File: src/rtl/sys_bridge.sv
// sys_bridge: decodes the MIPS core's Pr* bus into N_DEV peripheral windows
// plus one internal register window. It adds a req/ready handshake with device
// wait states and a timeout, error signalling for unmapped addresses, and an
// interrupt mask that gates DevIrq onto HWInt[7:2].
//
// Ports
//   clk, rst            clock, asynchronous active-low reset
//   PrAddr/BE/PrWD/     CPU word address, byte enables, write data,
//   PrWe/PrReq          write flag, request
//   PrRD/PrRdy/PrErr    read data, one-cycle completion strobe, error flag
//   HWInt[7:2]          masked interrupt lines to CP0
//   DevAddr/DevBE/      word offset in window, byte enables, write data,
//   DevWD/DevWe/DevSel  write strobe, one-hot device select
//   DevRD/DevAck/DevIrq per-device read data, completion, level interrupt
module sys_bridge #(
  parameter int unsigned N_DEV   = 2,
  parameter logic [31:0] BASE    = 32'h0000_7F00,
  parameter int unsigned DEV_AW  = 2,
  parameter int unsigned TIMEOUT = 16
) (
  input  logic                  clk,
  input  logic                  rst,
  input  logic [31:2]           PrAddr,
  input  logic [3:0]            BE,
  input  logic [31:0]           PrWD,
  input  logic                  PrWe,
  input  logic                  PrReq,
  output logic [31:0]           PrRD,
  output logic                  PrRdy,
  output logic                  PrErr,
  output logic [7:2]            HWInt,
  output logic [DEV_AW-1:0]     DevAddr,
  output logic [3:0]            DevBE,
  output logic [31:0]           DevWD,
  output logic                  DevWe,
  output logic [N_DEV-1:0]      DevSel,
  input  logic [N_DEV*32-1:0]   DevRD,
  input  logic [N_DEV-1:0]      DevAck,
  input  logic [N_DEV-1:0]      DevIrq
);

  localparam int unsigned WIN_SHIFT = DEV_AW + 2;
  localparam int unsigned CNT_W     = 8;
  localparam int unsigned HW_W      = 6;

  typedef enum logic [1:0] {
    S_IDLE   = 2'd0,
    S_ACCESS = 2'd1,
    S_DONE   = 2'd2
  } state_t;

  state_t                state_q,   state_d;
  logic [CNT_W-1:0]      cnt_q,     cnt_d;
  logic [31:0]           prrd_q,    prrd_d;
  logic                  prrdy_q,   prrdy_d;
  logic                  prerr_q,   prerr_d;
  logic [HW_W-1:0]       hwint_q,   hwint_d;
  logic [DEV_AW-1:0]     dev_addr_q, dev_addr_d;
  logic [3:0]            dev_be_q,  dev_be_d;
  logic [31:0]           dev_wd_q,  dev_wd_d;
  logic                  dev_we_q,  dev_we_d;
  logic [N_DEV-1:0]      dev_sel_q, dev_sel_d;
  logic [N_DEV-1:0]      imask_q,   imask_d;

  // Address decode
  logic [31:0]           byte_addr;
  logic [31:0]           rel_addr;
  logic [31:0]           win_idx;
  logic                  below_base;
  logic                  dev_hit;
  logic                  int_hit;
  logic [DEV_AW-1:0]     word_off;
  logic [N_DEV-1:0]      dev_onehot;

  always_comb begin
    byte_addr  = {PrAddr, 2'b00};
    rel_addr   = byte_addr - BASE;
    win_idx    = rel_addr >> WIN_SHIFT;
    below_base = (byte_addr < BASE);
    dev_hit    = !below_base && (win_idx < 32'(N_DEV));
    int_hit    = !below_base && (win_idx == 32'(N_DEV));
    word_off   = rel_addr[WIN_SHIFT-1:2];
    dev_onehot = N_DEV'(1) << win_idx;
  end

  // Internal register read mux: offset 0 IMASK, offset 1 raw DevIrq, rest zero
  logic [31:0] int_rd;

  always_comb begin
    int_rd = 32'd0;
    if (word_off == DEV_AW'(0)) begin
      int_rd = 32'(imask_q);
    end else if (word_off == DEV_AW'(1)) begin
      int_rd = 32'(DevIrq);
    end
  end

  // Ack and read data of the currently selected device only
  logic [31:0] sel_rd;
  logic        ack_sel;

  always_comb begin
    sel_rd  = 32'd0;
    ack_sel = |(DevAck & dev_sel_q);
    for (int i = 0; i < int'(N_DEV); i++) begin
      if (dev_sel_q[i]) begin
        sel_rd = sel_rd | DevRD[32*i +: 32];
      end
    end
  end

  // Next-state and output logic
  always_comb begin
    state_d    = state_q;
    cnt_d      = cnt_q;
    prrd_d     = prrd_q;
    prrdy_d    = 1'b0;
    prerr_d    = prerr_q;
    dev_addr_d = dev_addr_q;
    dev_be_d   = dev_be_q;
    dev_wd_d   = dev_wd_q;
    dev_we_d   = dev_we_q;
    dev_sel_d  = dev_sel_q;
    imask_d    = imask_q;
    hwint_d    = HW_W'(DevIrq & imask_q);

    unique case (state_q)
      S_IDLE: begin
        if (PrReq) begin
          if (dev_hit) begin
            state_d    = S_ACCESS;
            cnt_d      = '0;
            dev_sel_d  = dev_onehot;
            dev_addr_d = word_off;
            dev_be_d   = BE;
            dev_wd_d   = PrWD;
            dev_we_d   = PrWe;
          end else if (int_hit) begin
            state_d = S_DONE;
            prrdy_d = 1'b1;
            prerr_d = 1'b0;
            prrd_d  = PrWe ? 32'd0 : int_rd;
            if (PrWe && (word_off == DEV_AW'(0)) && BE[0]) begin
              imask_d = PrWD[N_DEV-1:0];
            end
          end else begin
            state_d = S_DONE;
            prrdy_d = 1'b1;
            prerr_d = 1'b1;
            prrd_d  = 32'd0;
          end
        end
      end

      S_ACCESS: begin
        // An ack in the final allowed cycle still wins over the timeout
        if (ack_sel) begin
          state_d   = S_DONE;
          prrdy_d   = 1'b1;
          prerr_d   = 1'b0;
          prrd_d    = dev_we_q ? 32'd0 : sel_rd;
          dev_sel_d = '0;
          dev_we_d  = 1'b0;
        end else if (cnt_q == CNT_W'(TIMEOUT - 1)) begin
          state_d   = S_DONE;
          prrdy_d   = 1'b1;
          prerr_d   = 1'b1;
          prrd_d    = 32'd0;
          dev_sel_d = '0;
          dev_we_d  = 1'b0;
        end else begin
          cnt_d = cnt_q + CNT_W'(1);
        end
      end

      S_DONE: begin
        state_d = S_IDLE;
      end

      default: begin
        state_d = S_IDLE;
      end
    endcase
  end

  // State and output registers
  always_ff @(posedge clk or negedge rst) begin
    if (!rst) begin
      state_q    <= S_IDLE;
      cnt_q      <= '0;
      prrd_q     <= 32'd0;
      prrdy_q    <= 1'b0;
      prerr_q    <= 1'b0;
      hwint_q    <= '0;
      dev_addr_q <= '0;
      dev_be_q   <= 4'd0;
      dev_wd_q   <= 32'd0;
      dev_we_q   <= 1'b0;
      dev_sel_q  <= '0;
      imask_q    <= '1;
    end else begin
      state_q    <= state_d;
      cnt_q      <= cnt_d;
      prrd_q     <= prrd_d;
      prrdy_q    <= prrdy_d;
      prerr_q    <= prerr_d;
      hwint_q    <= hwint_d;
      dev_addr_q <= dev_addr_d;
      dev_be_q   <= dev_be_d;
      dev_wd_q   <= dev_wd_d;
      dev_we_q   <= dev_we_d;
      dev_sel_q  <= dev_sel_d;
      imask_q    <= imask_d;
    end
  end

  assign PrRD    = prrd_q;
  assign PrRdy   = prrdy_q;
  assign PrErr   = prerr_q;
  assign HWInt   = hwint_q;
  assign DevAddr = dev_addr_q;
  assign DevBE   = dev_be_q;
  assign DevWD   = dev_wd_q;
  assign DevWe   = dev_we_q;
  assign DevSel  = dev_sel_q;

endmodule

File: config.mk
export PLATFORM = sky130hd
export DESIGN_NAME = sys_bridge
export DESIGN_NICKNAME = d
export VERILOG_FILES = /design/src/rtl/sys_bridge.sv
export SDC_FILE = /design/constraint.sdc
export NUM_CORES = 1
export LEC_CHECK = 0
export CORE_UTILIZATION = 42
export DETAILED_ROUTE_END_ITERATION = 10
export GPL_TIMING_DRIVEN = 0
export PLACE_DENSITY = 0.86
export REMOVE_ABC_BUFFERS = 1
export SYNTH_ARGS = -nofsm -noshare
export SYNTH_HDL_FRONTEND = slang
export SYNTH_SLANG_ARGS = --single-unit
File: constraint.sdc
create_clock -name clk -period 4.9 [get_ports clk]
set_clock_uncertainty 0.05 [all_clocks]
set_input_delay 0.98 -clock clk [delete_from_list [all_inputs] [get_ports clk]]
set_output_delay 0.98 -clock clk [all_outputs]
set_load 0.02 [all_outputs]
After elaboration in Yosys (flattened, before gate mapping) --
Index checks and enable logic that the tools add are counted.
Word-level totals: register bits 89, bits of input ports 138, word-level logic and storage cells 89
Operators by class: add/sub/neg operators 2, magnitude comparators 2, equality and inequality tests 10, shifts and indexed selects 1, multiplexer cells 43, bitwise operators 4, reduce and logical (&&, ||, !) cells 15
Operators by type and width (count):
- 2-to-1 mux 32 bit | 9
- one-hot mux 32 bit (2 select lines) | 1
- < comparator 32 x 15 -> 1 bit, second input constant | 1
- 2-to-1 mux 8 bit | 4
- OR 32 bit | 1
- subtractor 32 x 15 -> 32 bit, second input constant | 1
- equality test 28 x 2 -> 1 bit, second input constant | 1
- < comparator 28 x 2 -> 1 bit, second input constant | 1
- << shifter 1 x 28 -> 2 bit, first input constant | 1
- 2-to-1 mux 2 bit | 10
- one-hot mux 8 bit (2 select lines) | 1
- 2-to-1 mux 1 bit | 13
- inequality test 2 bit, second input constant | 5
- AND reduction 5 bit | 2
- adder 8 x 1 -> 8 bit, second input constant | 1
- equality test 8 x 4 -> 1 bit, second input constant | 1
- one-hot mux 2 bit (2 select lines) | 2
- AND reduction 4 bit | 2
- one-hot mux 1 bit (2 select lines) | 3
- bitwise AND 2 bit | 2
- equality test 2 x 1 -> 1 bit, second input constant | 2
- logical AND 1 bit | 4
- zero test 2 bit | 2
- inequality test 3 bit, second input constant | 1
- other kinds (6) | 6

Depth between registers and ports, before layout --
Gate-level depths: netlist of the first run.
word-level depth 9, mapped depth 8

Worst setup path after synthesis of the first run --
Ideal clock, no wire load.
path type input port to flip-flop, start input port PrAddr[17] (netlist name), end register dev_wd_q[0], in the netlist DevWD[0], library setup time 125 ps, data arrival time 2813 ps, path slack 1912 ps, cell stages on the path 7, path buffers 2, cell sequence nor4b_1 nand3_1 or4_1 buf_4 nor4_4 buf_6 mux2_2
On the way: word-level cells in the longest chain between the ends 4
Ends and longest elaborated chain:
- from (decl) | RTL line 23 | input logic [31:2] PrAddr,
- subtractor 32 x 15 -> 32 bit or < comparator 32 x 15 -> 1 bit (tied branches) | RTL line 77, 79
- < comparator 28 x 2 -> 1 bit or zero test 1 bit (tied branches) | RTL line 80 | dev_hit = !below_base && (win_idx < 32'(N_DEV));
- logical AND 1 bit * | RTL line 80
- AND reduction 3 bit (no source line) *
- to (signal assigned) | RTL line 210 | dev_wd_q <= dev_wd_d;
- to (decl) | RTL line 60 | logic [31:0] dev_wd_q, dev_wd_d;
Mark *: on every way between the ends. The rest lies on a longest branch, timed or not. A chain may end at the register's enable or synchronous reset.

Worst setup path in the final report of the first run --
start input port PrAddr[17] (netlist name), end register dev_wd_q[28], in the netlist DevWD[28]
Same word-level chain as after synthesis.

==> impl_metrics.xml, run 1 <==
<?xml version="1.0" encoding="UTF-8"?>
<metrics>
  <group name="timing">
    <metric name="maxSlewHeadroom" unit="%">21.11</metric>
    <metric name="setup-tns-final" unit="ns">0</metric>
    <metric name="unrepaired_setup_endpoints_after_global_routing" unit="">false</metric>
    <metric name="finalWorstPathRequiredPeriod" unit="ns">3.961</metric>
    <metric name="timing.final.hold_violations" unit="">0</metric>
    <metric name="finalSetupViolCount" unit="">0</metric>
    <metric name="max_slew_violations" unit="">0</metric>
    <metric name="finalCritPeriodShare" unit="%">80.85</metric>
    <metric name="worst_slack_on_hold_paths" unit="ns">0.4319</metric>
    <metric name="max_slew.worst_pin.slew" unit="ns">1.183</metric>
    <metric name="fmax" unit="MHz">252.4</metric>
    <metric name="timing.final.ws_setup" unit="ns">0.9386</metric>
  </group>
  <group name="synth">
    <metric name="syn_area_per_cell" unit="um2">12.70</metric>
    <metric name="syn-instance-count" unit="">311</metric>
    <metric name="synthArstFlopShare" unit="%">100.0</metric>
    <metric name="synth.top_cell.area_share" unit="%">55.13</metric>
    <metric name="ys_dominant_reg_cell" unit="">sky130_fd_sc_hd__dfrtp_1</metric>
    <metric name="synth.largest_area_cell" unit="">sky130_fd_sc_hd__dfrtp_1</metric>
    <metric name="synth_warnings" unit="">0</metric>
    <metric name="ys_seq_elements" unit="">89</metric>
    <metric name="synth-edff-count" unit="">0</metric>
    <metric name="yosys_cell_types" unit="">44</metric>
    <metric name="post_synth_main_area_contributors" unit="">sky130_fd_sc_hd__dfrtp_1, sky130_fd_sc_hd__mux2_2, sky130_fd_sc_hd__o2bb2ai_1, sky130_fd_sc_hd__a22oi_1, sky130_fd_sc_hd__nand2_1</metric>
    <metric name="post_synth_instance_area" unit="um2">3949</metric>
    <metric name="synth_seq_area_share" unit="%">56.46</metric>
  </group>
  <group name="power_and_ir_drop">
    <metric name="power_leakage" unit="nW">2.608</metric>
    <metric name="power_per_cell_area" unit="nW/um2">229.8</metric>
    <metric name="peakVddDrop" unit="uV">131.3</metric>
    <metric name="p_total" unit="mW">1.462</metric>
  </group>
  <group name="route">
    <metric name="detailedRoute.firstIterationViolations" unit="">153</metric>
    <metric name="wl_per_cell" unit="um">16.86</metric>
    <metric name="route.detailed.drc" unit="">0</metric>
    <metric name="totalWireLength" unit="um">10670</metric>
    <metric name="ant_nets" unit="">0</metric>
    <metric name="via_count" unit="">3350</metric>
    <metric name="detail_route.vias_per_cell" unit="">5.292</metric>
    <metric name="drt_pass1_iterations" unit="">6</metric>
  </group>
  <group name="global_routing">
    <metric name="antenna_violations_before_repair" unit="">0</metric>
    <metric name="globalRouteOverflowTotal" unit="">0</metric>
    <metric name="grt_usage" unit="%">21.80</metric>
    <metric name="grt_pass1_vias" unit="">3401</metric>
    <metric name="grt_start_max_net_pins" unit="">74</metric>
    <metric name="grt_first_pass_wirelength" unit="um">16530</metric>
  </group>
  <group name="cts">
    <metric name="tritoncts" unit="">yes</metric>
    <metric name="hold_buffers" unit="">0</metric>
    <metric name="clock_tree.root_cell" unit="">sky130_fd_sc_hd__clkbuf_8</metric>
    <metric name="clkSinkCount" unit="">89</metric>
    <metric name="total_number_of_h_tree_levels" unit="">3</metric>
    <metric name="post_cts.repair.setup_buffers" unit="">0</metric>
    <metric name="post_cts.resized_instances" unit="">0</metric>
    <metric name="cts_made_buffers" unit="">9</metric>
    <metric name="clock_tree.buffer_depth" unit="">2</metric>
    <metric name="cts.reportedPaths.clkPinSlew" unit="ns">0.09</metric>
    <metric name="clk-insertion-delay-late" unit="ns">0.35</metric>
  </group>
  <group name="placement">
    <metric name="place_worst_setup_slack" unit="ns">0.5491</metric>
    <metric name="gpl.final_weighted_congestion" unit="">0.7846</metric>
    <metric name="placement.io_buffers" unit="">214</metric>
    <metric name="placed_area" unit="um2">6133</metric>
    <metric name="hpwl_after_detailed_placement" unit="um">7985</metric>
    <metric name="post-place-cells" unit="">617</metric>
  </group>
  <group name="die">
    <metric name="start_util" unit="%">43.14</metric>
    <metric name="coreArea" unit="um2">9153</metric>
    <metric name="floorplan.die.width" unit="um">98.97</metric>
    <metric name="die-area" unit="um2">9794</metric>
    <metric name="io_pins" unit="">219</metric>
    <metric name="die_y" unit="um">98.97</metric>
    <metric name="standard_cell_rows" unit="">35</metric>
  </group>
  <group name="worst_setup_path">
    <metric name="worst_path_max_delay_cell" unit="">sky130_fd_sc_hd__nor4_4</metric>
    <metric name="path_delay_family" unit="">simple AND/OR/NAND/NOR gates</metric>
    <metric name="crit_required" unit="ns">5.08</metric>
    <metric name="endpoint_type_of_the_worst_setup_path" unit="">flip-flop</metric>
    <metric name="worst-setup-path-type" unit="">primary input to flip-flop</metric>
    <metric name="critPathMostFrequentCell" unit="">sky130_fd_sc_hd__buf_6</metric>
    <metric name="slowest_stage_delay_cp" unit="ns">0.83</metric>
    <metric name="startpoint_type" unit="">primary input</metric>
    <metric name="buffers_plus_inverters_on_the_worst_setup_path" unit="">3</metric>
    <metric name="worst-path-max-fanout" unit="">15</metric>
    <metric name="cp_cell_sequence" unit="">clkdlybuf4s50_1 &gt; nor4b_1 &gt; nand3_1 &gt; or4_1 &gt; nor4_4 &gt; buf_6 &gt; buf_6 &gt; mux2_2</metric>
    <metric name="cp_data_arrival_time" unit="ns">4.14</metric>
  </group>
  <group name="final_layout">
    <metric name="layout.cell_area.non_filler" unit="um2">6364</metric>
    <metric name="final_common_cell" unit="">sky130_fd_sc_hd__clkdlybuf4s50_1</metric>
    <metric name="layout-drive-gt1-share" unit="%">13.98</metric>
    <metric name="instances_no_fill" unit="">633</metric>
    <metric name="layout.core_utilization" unit="%">69.53</metric>
    <metric name="area.growth.synth_to_final" unit="%">61.15</metric>
    <metric name="most-common-layout-cells" unit="">sky130_fd_sc_hd__clkdlybuf4s50_1, sky130_fd_sc_hd__dfrtp_1, sky130_fd_sc_hd__mux2_2</metric>
    <metric name="number_of_nets_in_the_layout" unit="">656</metric>
    <metric name="diode_insertion_count_for_antenna_repair" unit="">0</metric>
  </group>
  <group name="outcome">
    <metric name="run_status" unit="">complete, no violations</metric>
  </group>
  <group name="min_path">
    <metric name="class_of_the_worst_hold_path" unit="">primary input to async pin</metric>
  </group>
  <group name="flow_run">
    <metric name="drv_cap" unit="">0</metric>
  </group>
</metrics>
final cells by class:
cell class | instances | area (um2)
timing repair buffer | 218 | 2201
fill | 655 | 2789
sequential | 89 | 2230
inverter | 4 | 15.01
tap | 111 | 138.9
clock buffer | 12 | 155.1
clock inverter | 4 | 75.07
multi-input combinational | 195 | 1549
state kept, by name (all words and copies together), names as in the netlist, 2 cells and up:
| name | cells |
|---|---|
| DevWD | 32 |
| PrRD | 32 |
| cnt_q | 8 |
| DevBE | 4 |
| DevAddr | 2 |
| DevSel | 2 |
| HWInt | 2 |
| imask_q | 2 |
| state_q | 2 |
logic make-up (layout without fill, tap and decap cells):
logic type                 after synthesis  after routing  synth area share [%]
adders and majority gates                1              1                0.3168
DFF                                     89             89                 56.46
other                                    1              4               0.09497
xor gates and xnor gates                 3              3                0.6655
muxes                                   48             48                 13.59
and+or+nand+nor                         60             60                 8.270
AOI/OAI and AO/OA                       79             79                 16.00
buffers and inverters                   30            238                 4.594
layer usage:
| layer | share of wire [%] | track usage [%] |
|---|---|---|
| met4 | 2.9 | 10.56 |
| met5 | 0 | 0 |
| met2 | 50 | 37.55 |
| met3 | 8.2 | 6.099 |
| met1 | 39 | 25.02 |
final timing paths:
check / startpoint / end / slack [ns] / cells after the start
max in group asynchronous: rst / DevWD[14] / 3.72 / 2
worst max-delay path: PrAddr[17] / DevWD[28] / 0.94 / 8
worst max register to register: DevSel[1] / PrRD[0] / 1.54 / 5
min in group clk: PrRD[13] / PrRD[13] / 0.44 / 1
worst min-delay path: rst / HWInt[2] / 0.43 / 1
worst min register to register: PrRD[13] / PrRD[13] / 0.44 / 1
cell usage after synthesis, drive strengths merged, types with 2 or more instances:
cell and count:
clkbuf 13, o41ai 2, or2 3, o21ai 3, nand3 8, nor3 3, mux2 45, buf 13
or4 3, nor4b 3, and2 2, nand2 18, nand2b 3, a22oi 34, mux2i 3, inv 4
o22ai 3, dfstp 2, dfrtp 87, o2bb2ai 30, xnor2 2, nor2 8, nor4 4
where the power goes:
group,switching [mW],internal [mW],total (mW)
clock network,0.250,0.315,0.566
registers,0.00231,0.736,0.738
logic,0.0520,0.106,0.158
(Power assumes the default switching activity.)
==> run 2: changes to the inputs <==
- CORE_UTILIZATION: 42 -> 39
- PLACE_DENSITY: 0.86 -> 0.81
- clock period: 4.9 -> 3.9 ns (I/O delays scaled with it)
==> impl_metrics.xml, run 2 (synthesis results as in run 1) <==
<?xml version="1.0" encoding="UTF-8"?>
<metrics>
  <group name="outcome">
    <metric name="run_status" unit="">complete, no violations</metric>
  </group>
  <group name="power_and_ir_drop">
    <metric name="pwr-share-comb" unit="%">10.5</metric>
    <metric name="power_per_cell_area" unit="nW/um2">294.8</metric>
    <metric name="internal_power" unit="mW">1.501</metric>
    <metric name="clockPowerShare" unit="%">40.4</metric>
    <metric name="net-switching-power" unit="uW">388.6</metric>
    <metric name="seq_power_share" unit="%">49.1</metric>
    <metric name="power.switching_fraction" unit="%">20.57</metric>
    <metric name="power_leakage" unit="nW">2.620</metric>
    <metric name="peakVddDrop" unit="uV">193.6</metric>
  </group>
  <group name="final_layout">
    <metric name="layout-drive-gt1-share" unit="%">13.98</metric>
    <metric name="diode_insertion_count_for_antenna_repair" unit="">0</metric>
    <metric name="layout.cell_area.non_filler" unit="um2">6409</metric>
    <metric name="area.growth.synth_to_final" unit="%">62.29</metric>
    <metric name="final_common_cell" unit="">sky130_fd_sc_hd__clkdlybuf4s50_1</metric>
    <metric name="fill_cells" unit="">763</metric>
    <metric name="number_of_nets_in_the_layout" unit="">656</metric>
    <metric name="most-common-layout-cells" unit="">sky130_fd_sc_hd__clkdlybuf4s50_1, sky130_fd_sc_hd__dfrtp_1, sky130_fd_sc_hd__mux2_2</metric>
  </group>
  <group name="placement">
    <metric name="gpl.final_weighted_congestion" unit="">0.7878</metric>
    <metric name="place_worst_setup_slack" unit="ns">-0.1926</metric>
    <metric name="placement.io_buffers" unit="">214</metric>
    <metric name="hpwl_after_detailed_placement" unit="um">8176</metric>
    <metric name="placed_area" unit="um2">6165</metric>
  </group>
  <group name="timing">
    <metric name="finalCritPeriodShare" unit="%">94.09</metric>
    <metric name="finalWorstPathRequiredPeriod" unit="ns">3.670</metric>
    <metric name="timing.final.ws_setup" unit="ns">0.2304</metric>
    <metric name="max_slew.worst_pin.slew" unit="ns">1.176</metric>
    <metric name="unrepaired_setup_endpoints_after_global_routing" unit="">false</metric>
    <metric name="finalSetupViolCount" unit="">0</metric>
    <metric name="setup-tns-final" unit="ns">0</metric>
    <metric name="max_slew_violations" unit="">0</metric>
    <metric name="timing.final.hold_violations" unit="">0</metric>
    <metric name="fmax" unit="MHz">272.5</metric>
    <metric name="worst_slack_on_hold_paths" unit="ns">0.2753</metric>
    <metric name="maxSlewHeadroom" unit="%">21.57</metric>
  </group>
  <group name="global_routing">
    <metric name="grt_first_pass_wirelength" unit="um">16770</metric>
    <metric name="grt_usage" unit="%">21.14</metric>
    <metric name="globalRouteOverflowTotal" unit="">0</metric>
    <metric name="grt_start_max_net_pins" unit="">66</metric>
    <metric name="antenna_violations_before_repair" unit="">0</metric>
    <metric name="grt_pass1_vias" unit="">3473</metric>
  </group>
  <group name="worst_setup_path">
    <metric name="startpoint_type" unit="">primary input</metric>
    <metric name="crit_required" unit="ns">4.09</metric>
    <metric name="endpoint_type_of_the_worst_setup_path" unit="">flip-flop</metric>
    <metric name="worst_path_max_delay_cell" unit="">sky130_fd_sc_hd__or4_1</metric>
    <metric name="timing.reg2reg.worst_path_depth" unit="">5</metric>
    <metric name="worst-path-max-fanout" unit="">15</metric>
    <metric name="cp_data_arrival_time" unit="ns">3.86</metric>
    <metric name="path_depth" unit="">8</metric>
    <metric name="buffers_plus_inverters_on_the_worst_setup_path" unit="">3</metric>
    <metric name="path_delay_family" unit="">simple AND/OR/NAND/NOR gates</metric>
    <metric name="cp_cell_sequence" unit="">clkdlybuf4s50_1 &gt; nor4b_1 &gt; nand3_1 &gt; or4_1 &gt; nor4_4 &gt; buf_6 &gt; buf_8 &gt; mux2_2</metric>
    <metric name="worst-setup-path-type" unit="">primary input to flip-flop</metric>
    <metric name="slowest_stage_delay_cp" unit="ns">0.74</metric>
  </group>
  <group name="die">
    <metric name="standard_cell_rows" unit="">36</metric>
    <metric name="coreArea" unit="um2">9774</metric>
    <metric name="die_y" unit="um">102.6</metric>
    <metric name="io_pins" unit="">219</metric>
    <metric name="die-area" unit="um2">10530</metric>
    <metric name="floorplan.die.width" unit="um">102.6</metric>
    <metric name="start_util" unit="%">40.40</metric>
  </group>
  <group name="cts">
    <metric name="post_cts.repair.setup_buffers" unit="">0</metric>
    <metric name="clock_tree.buffer_depth" unit="">2</metric>
    <metric name="tritoncts" unit="">yes</metric>
    <metric name="clkSinkCount" unit="">89</metric>
    <metric name="cts.reportedPaths.clkPinSlew" unit="ns">0.09</metric>
    <metric name="total_number_of_h_tree_levels" unit="">3</metric>
    <metric name="hold_buffers" unit="">0</metric>
    <metric name="cts_made_buffers" unit="">9</metric>
    <metric name="post_cts.resized_instances" unit="">0</metric>
    <metric name="clock_tree.root_cell" unit="">sky130_fd_sc_hd__clkbuf_8</metric>
    <metric name="clk-insertion-delay-late" unit="ns">0.35</metric>
  </group>
  <group name="route">
    <metric name="totalWireLength" unit="um">10920</metric>
    <metric name="detailedRoute.firstIterationViolations" unit="">118</metric>
    <metric name="route.detailed.drc" unit="">0</metric>
    <metric name="drt_pass1_iterations" unit="">4</metric>
    <metric name="via_count" unit="">3380</metric>
    <metric name="detail_route.vias_per_cell" unit="">5.160</metric>
    <metric name="ant_nets" unit="">0</metric>
    <metric name="wl_per_cell" unit="um">16.68</metric>
  </group>
  <group name="flow_run">
    <metric name="drv_cap" unit="">0</metric>
  </group>
  <group name="min_path">
    <metric name="class_of_the_worst_hold_path" unit="">primary input to async pin</metric>
  </group>
</metrics>
-- run 2: metrics by stage --
step	util (%)	instances	total power, mW
after detailed placement	63.07	639	1.146
after global placement	62.43	635	1.139
after floorplan	-	288	0.9735
final	65.57	655	1.889
after CTS	65.57	655	1.912
after global routing	65.57	655	1.968
-- run 2: worst register-to-register path, delay by kind of cell, from the launching register on --
family | cells | cell delay, ns
compound gates | 4 | 1.91
mux | 1 | 0.42
flops | 1 | 0.83
-- run 2: routing by layer --
layer	vias to the layer above	track usage (%)	routed length [um]
li1	1568	-	-
met4	0	10.55	278
met5	-	0	0
met2	150	37.59	5466
met3	19	4.746	939
met1	1643	23.85	4239
-- run 2: final timing paths --
kind                       startpoint   endpoint  slack, ns
setup / recovery           PrAddr[17]  DevWD[26]       0.23
hold / removal                    rst   HWInt[2]       0.28
setup reg to reg            DevSel[0]    PrRD[1]       0.58
hold reg to reg              PrRD[30]   PrRD[30]       0.45
max in group asynchronous         rst  DevWD[14]       2.90
min in group clk             PrRD[30]   PrRD[30]       0.45
-- run 2: area by class of cell --
type	count	area (um2)	area share, %
well taps	133	166.4	2.597
repair buffers	218	2205	34.40
clock buffers	11	141.4	2.206
clock inverters	5	102.6	1.601
flip-flops and latches	89	2230	34.79
multi-input cells	195	1549	24.17
inverters	4	15.01	0.2343
-- run 2: power by group through the flow --
stage	Sequential (mW)	Clock [mW]	Combinational (mW)
final	0.927	0.763	0.199
after global placement	0.945	0	0.194
after floorplan	0.947	0	0.0267
after detailed placement	0.945	0	0.200
after CTS	0.927	0.783	0.201
after global routing	0.928	0.825	0.215
